==> config.mk <==
export PLATFORM = sky130hd
export DESIGN_NAME = rf_dump
export DESIGN_NICKNAME = d
export VERILOG_FILES = /design/src/rtl/rf_dump_pkg.sv /design/src/rtl/rf_dump.sv
export SDC_FILE = /design/constraint.sdc
export NUM_CORES = 1
export LEC_CHECK = 0
export CORE_UTILIZATION = 45
export CTS_CLUSTER_DIAMETER = 30
export DETAILED_ROUTE_END_ITERATION = 8
export PLACE_DENSITY_LB_ADDON = 0.1
export SKIP_LAST_GASP = 1
export SYNTH_ARGS = -nofsm -noshare
export SYNTH_HDL_FRONTEND = slang
export SYNTH_SLANG_ARGS = --single-unit
export TNS_END_PERCENT = 50
==> constraint.sdc <==
create_clock -name clk -period 3.1 [get_ports clk]
set_clock_uncertainty 0.15 [all_clocks]
set_input_delay 0.31 -clock clk [delete_from_list [all_inputs] [get_ports clk]]
set_output_delay 0.31 -clock clk [all_outputs]
set_load 0.01 [all_outputs]
==> src/rtl/rf_dump_pkg.sv <==
// Shared definitions for the register-file dump engine: FSM state encoding
// and default geometry of the scanned register file.
package rf_dump_pkg;

  localparam int NREG_DEFAULT = 32;
  localparam int AW_DEFAULT   = 5;
  localparam int DW_DEFAULT   = 32;

  typedef enum logic [1:0] {
    IDLE  = 2'd0,
    FETCH = 2'd1,
    SEND  = 2'd2,
    DONE  = 2'd3
  } state_t;

endpackage

==> src/rtl/rf_dump.sv <==
// Walks a register file one read port at a time and streams each
// (index, value) pair out over a valid/ready interface.
module rf_dump
  import rf_dump_pkg::*;
#(
  parameter int NREG = NREG_DEFAULT,
  parameter int AW   = AW_DEFAULT,
  parameter int DW   = DW_DEFAULT
) (
  input  logic          clk,
  input  logic          rst,
  input  logic          start,
  input  logic          abort,
  input  logic          skip_zero,
  output logic [AW-1:0] rf_addr,
  input  logic [DW-1:0] rf_data,
  output logic          out_valid,
  input  logic          out_ready,
  output logic [AW-1:0] out_addr,
  output logic [DW-1:0] out_data,
  output logic          busy,
  output logic          done,
  output logic [AW:0]   out_count
);

  localparam logic [AW-1:0] LAST_IDX  = AW'(NREG - 1);
  localparam logic [AW:0]   MAX_COUNT = (AW + 1)'(NREG);

  state_t        state;
  logic [AW-1:0] idx;
  logic          skip_lat;

  // The read port only sees a live address while fetching, keeping it quiet otherwise.
  assign rf_addr = (state == FETCH) ? idx : '0;
  assign busy    = (state == FETCH) || (state == SEND);

  // NOTE: every register here is updated with <= so all reads in this block see
  // pre-edge values; this also makes a same-edge register-file write invisible to FETCH.
  always_ff @(posedge clk or posedge rst) begin
    if (rst) begin
      state     <= IDLE;
      idx       <= '0;
      skip_lat  <= 1'b0;
      out_valid <= 1'b0;
      out_addr  <= '0;
      out_data  <= '0;
      done      <= 1'b0;
      out_count <= '0;
    end else if (abort) begin
      // Abort wins over a simultaneous handshake, so the pending entry is not counted.
      state     <= IDLE;
      out_valid <= 1'b0;
      done      <= 1'b0;
    end else begin
      case (state)
        IDLE: begin
          done <= 1'b0;
          if (start) begin
            idx       <= '0;
            out_count <= '0;
            skip_lat  <= skip_zero;
            state     <= FETCH;
          end
        end

        FETCH: begin
          out_data <= rf_data;
          out_addr <= idx;
          if (skip_lat && (rf_data == '0)) begin
            if (idx == LAST_IDX) begin
              state <= DONE;
              done  <= 1'b1;
            end else begin
              idx <= idx + 1'b1;
            end
          end else begin
            state     <= SEND;
            out_valid <= 1'b1;
          end
        end

        SEND: begin
          if (out_ready) begin
            out_valid <= 1'b0;
            if (out_count != MAX_COUNT) out_count <= out_count + 1'b1;
            if (idx == LAST_IDX) begin
              state <= DONE;
              done  <= 1'b1;
            end else begin
              idx   <= idx + 1'b1;
              state <= FETCH;
            end
          end
        end

        DONE: begin
          // A start seen here is dropped; the next scan needs a fresh request in IDLE.
          done  <= 1'b0;
          state <= IDLE;
        end

        default: state <= IDLE;
      endcase
    end
  end

endmodule

==> results.cfg <==
[routing]
drtIter0Drc = 155
drt_first_pass_iters = 6
post_drt_wl_per_cell_um = 13.5
drc = 0
ant_nets = 0
drt_wl_total_um = 6020
vias = 2242
routed_via_density = 5.03

[clocking]
cts_buffers = 5
clockBufferDepth = 2
cts_setup_buffers = 0
h-tree-depth = 2
hold_buffers = 0
clk_latency_ps = 300
cts_resized = 0
cts.sinks = 53
root_buffer = clkbuf_8
clkTransAtPathRegs_ps = 90
cts_tree = done

[synth]
synth.ff_latch_count = 53
ys.flop_type = dfrtp_1
synth_top_area_share_pct = 52.1
yosysTopAreaCell = dfrtp_1
avgSynthCellArea_um2 = 8.91
ys_warn_count = 0
synth.net_count = 333
syn_inst = 286
ys_seq_area_share_pct = 52.1
netlist_area_um2 = 2550
netlist-cell-type-count = 39
async_reset_ff_share_pct = 100
yosys-top-cells-area = dfrtp_1, nand2_1, ha_1, o21ai_0, nor4_2
synth_edf_count = 0

[worst_setup_path]
crit_arrival_ps = 1980
setup.worst_path.start_class = flop
worstPathMaxFanout = 10
critPathCaptureType = output port
cp.required_ps = 2640
path_class = reg2out

[pwr]
ir_worst_vdd_uv = 442
p_leak_nw = 1.66
powerDensity_nw_per_um2 = 806

[grt]
overflow = 0
grt_first_pass_wirelength_um = 10300
grt_max_degree = 54
grt_pass1_vias = 2229
grt_use_total_pct = 21.7
grt_antenna_before_repair = 0

[worst_hold_path]
hold_class = reg2reg

[die]
start_util_pct = 46.5
io_pins = 89
die_x_um = 77.2
die_y_um = 77.2
core_area_um2 = 5470
die_area_um2 = 5970
fp-row-count = 27

[timing]
relSlewSlack_pct = 54.7
finalHoldViolCount = 0
rsz0062_at_grt = no
setup_violations = 0
period_share_pct = 78.6
setup_slack_ps = 664
fin_tns_setup_ps = 0
fmax_mhz = 411
worst_pin_slew_ps = 680
min_period_ps = 2440
final_max_slew_viol_count = 0

[finish]
design_area_um2 = 3620
nNetsFinal = 420
antenna_cells = 0
drive_gt1_share_pct = 6.42
area_growth_pct = 42.2
multiInputGateArea_um2 = 1140
nFillCells = 491
seqCellArea_um2 = 1330

[placed_design]
detailedPlace.worstSlack_ps = 457
placed_cell_area_um2 = 3510
dp_hpwl_um = 4330
gp_congestion = 0.796
portBuffers = 88

[status]
outcome = finished clean

[run]
cap_violations = 0
## registers in the layout (all words and copies together), names as in the netlist
name,count
idx,5
state,2
out_addr,5
out_data,32
out_valid,1
out_count,6
skip_lat,1
done,1
## metrics by stage
stage | power (W) | hold slack, ps | util [%] | std cells
floorplan | 0.00176 | 265 | - | 286
global placement | 0.00243 | 307 | 64.1 | 438
detailed placement | 0.00246 | 311 | 64.1 | 438
CTS | 0.00296 | 335 | 66.2 | 446
global route | 0.00314 | 349 | 66.2 | 446
finish | 0.00292 | 328 | 66.2 | 446
## path summary, 6_finish.rpt
check / slack [ps] / endpoint / startpoint / cells past startpoint
min in group asynchronous: 340 / out_data[17] / rst / 3
worst max register to register: 720 / idx[0] / state[0] / 7
worst max-delay path: 660 / busy / state[0] / 3
worst min register to register: 330 / out_data[26] / out_data[26] / 2
worst min-delay path: 330 / out_data[26] / out_data[26] / 2
max in group asynchronous: 2000 / state[0] / rst / 3
## worst max-delay path, stage by stage (launching register included)
cell and delay (ps):
dfrtp_1 460, inv_1 120, ha_1 500, clkdlybuf4s50_1 600
## routing by layer
metal  vias up  wire, µm  GRT usage [%]
met5         -         0              0
met4         0        42           5.66
met3         4       449           7.14
met2        67      2960           36.5
met1      1058      2570           26.7
li1       1113         -              -
## final cells by class
type,count,share of cell area (%)
Clock buffer,7,2.38
Clock inverter,1,0.829
Inverter,10,1.04
Multi-Input combinational cell,211,31.5
Sequential cell,53,36.6
Tap cell,72,2.49
Timing Repair Buffer,92,25.1
## report_power, final
group | internal, W | switching [W] | leakage [nW]
logic | 0.000682 | 0.000643 | 0.917
registers | 0.000948 | 0.000161 | 0.684
clock network | 0.000264 | 0.000222 | 0.0585
## synth_stat cells, drive strengths merged, types with 2 or more instances
| cell type | number |
|---|---|
| or3 | 4 |
| nor3 | 2 |
| and3 | 3 |
| nor4 | 7 |
| mux2i | 3 |
| o21ai | 14 |
| ha | 9 |
| a22o | 2 |
| o31ai | 2 |
| inv | 10 |
| nand2 | 117 |
| a32o | 2 |
| mux2 | 2 |
| nor2 | 6 |
| a21oi | 5 |
| nand2b | 4 |
| dfrtp | 53 |
| clkbuf | 12 |
| nor2b | 5 |
| nand3 | 3 |
| and2 | 6 |
| nand4 | 3 |
## logic make-up (layout without fill, tap and decap cells)
kind of cell | Yosys count | in the layout | share of synthesized area, %
AND/OR/NAND/NOR | 164 | 164 | 29.4
multiplexers | 5 | 5 | 2.06
adder cells (fa/ha/maj) | 9 | 9 | 4.42
buffers and inverters | 22 | 110 | 3.24
AO/OA/AOI/OAI | 33 | 33 | 8.79
flip-flops | 53 | 53 | 52.1
## placed cells by master, fill, tap and decap left out, drive strengths merged, types with 5 or more instances in the layout
cell and count:
clkdlybuf4s50 88, nor4 7, nor2 6, a21oi 5, clkbuf 7, ha 9, dfrtp 53, nor2b 5
inv 10, nand2 117, and2 6, o21ai 14
Power figures use the tool's default switching activity.
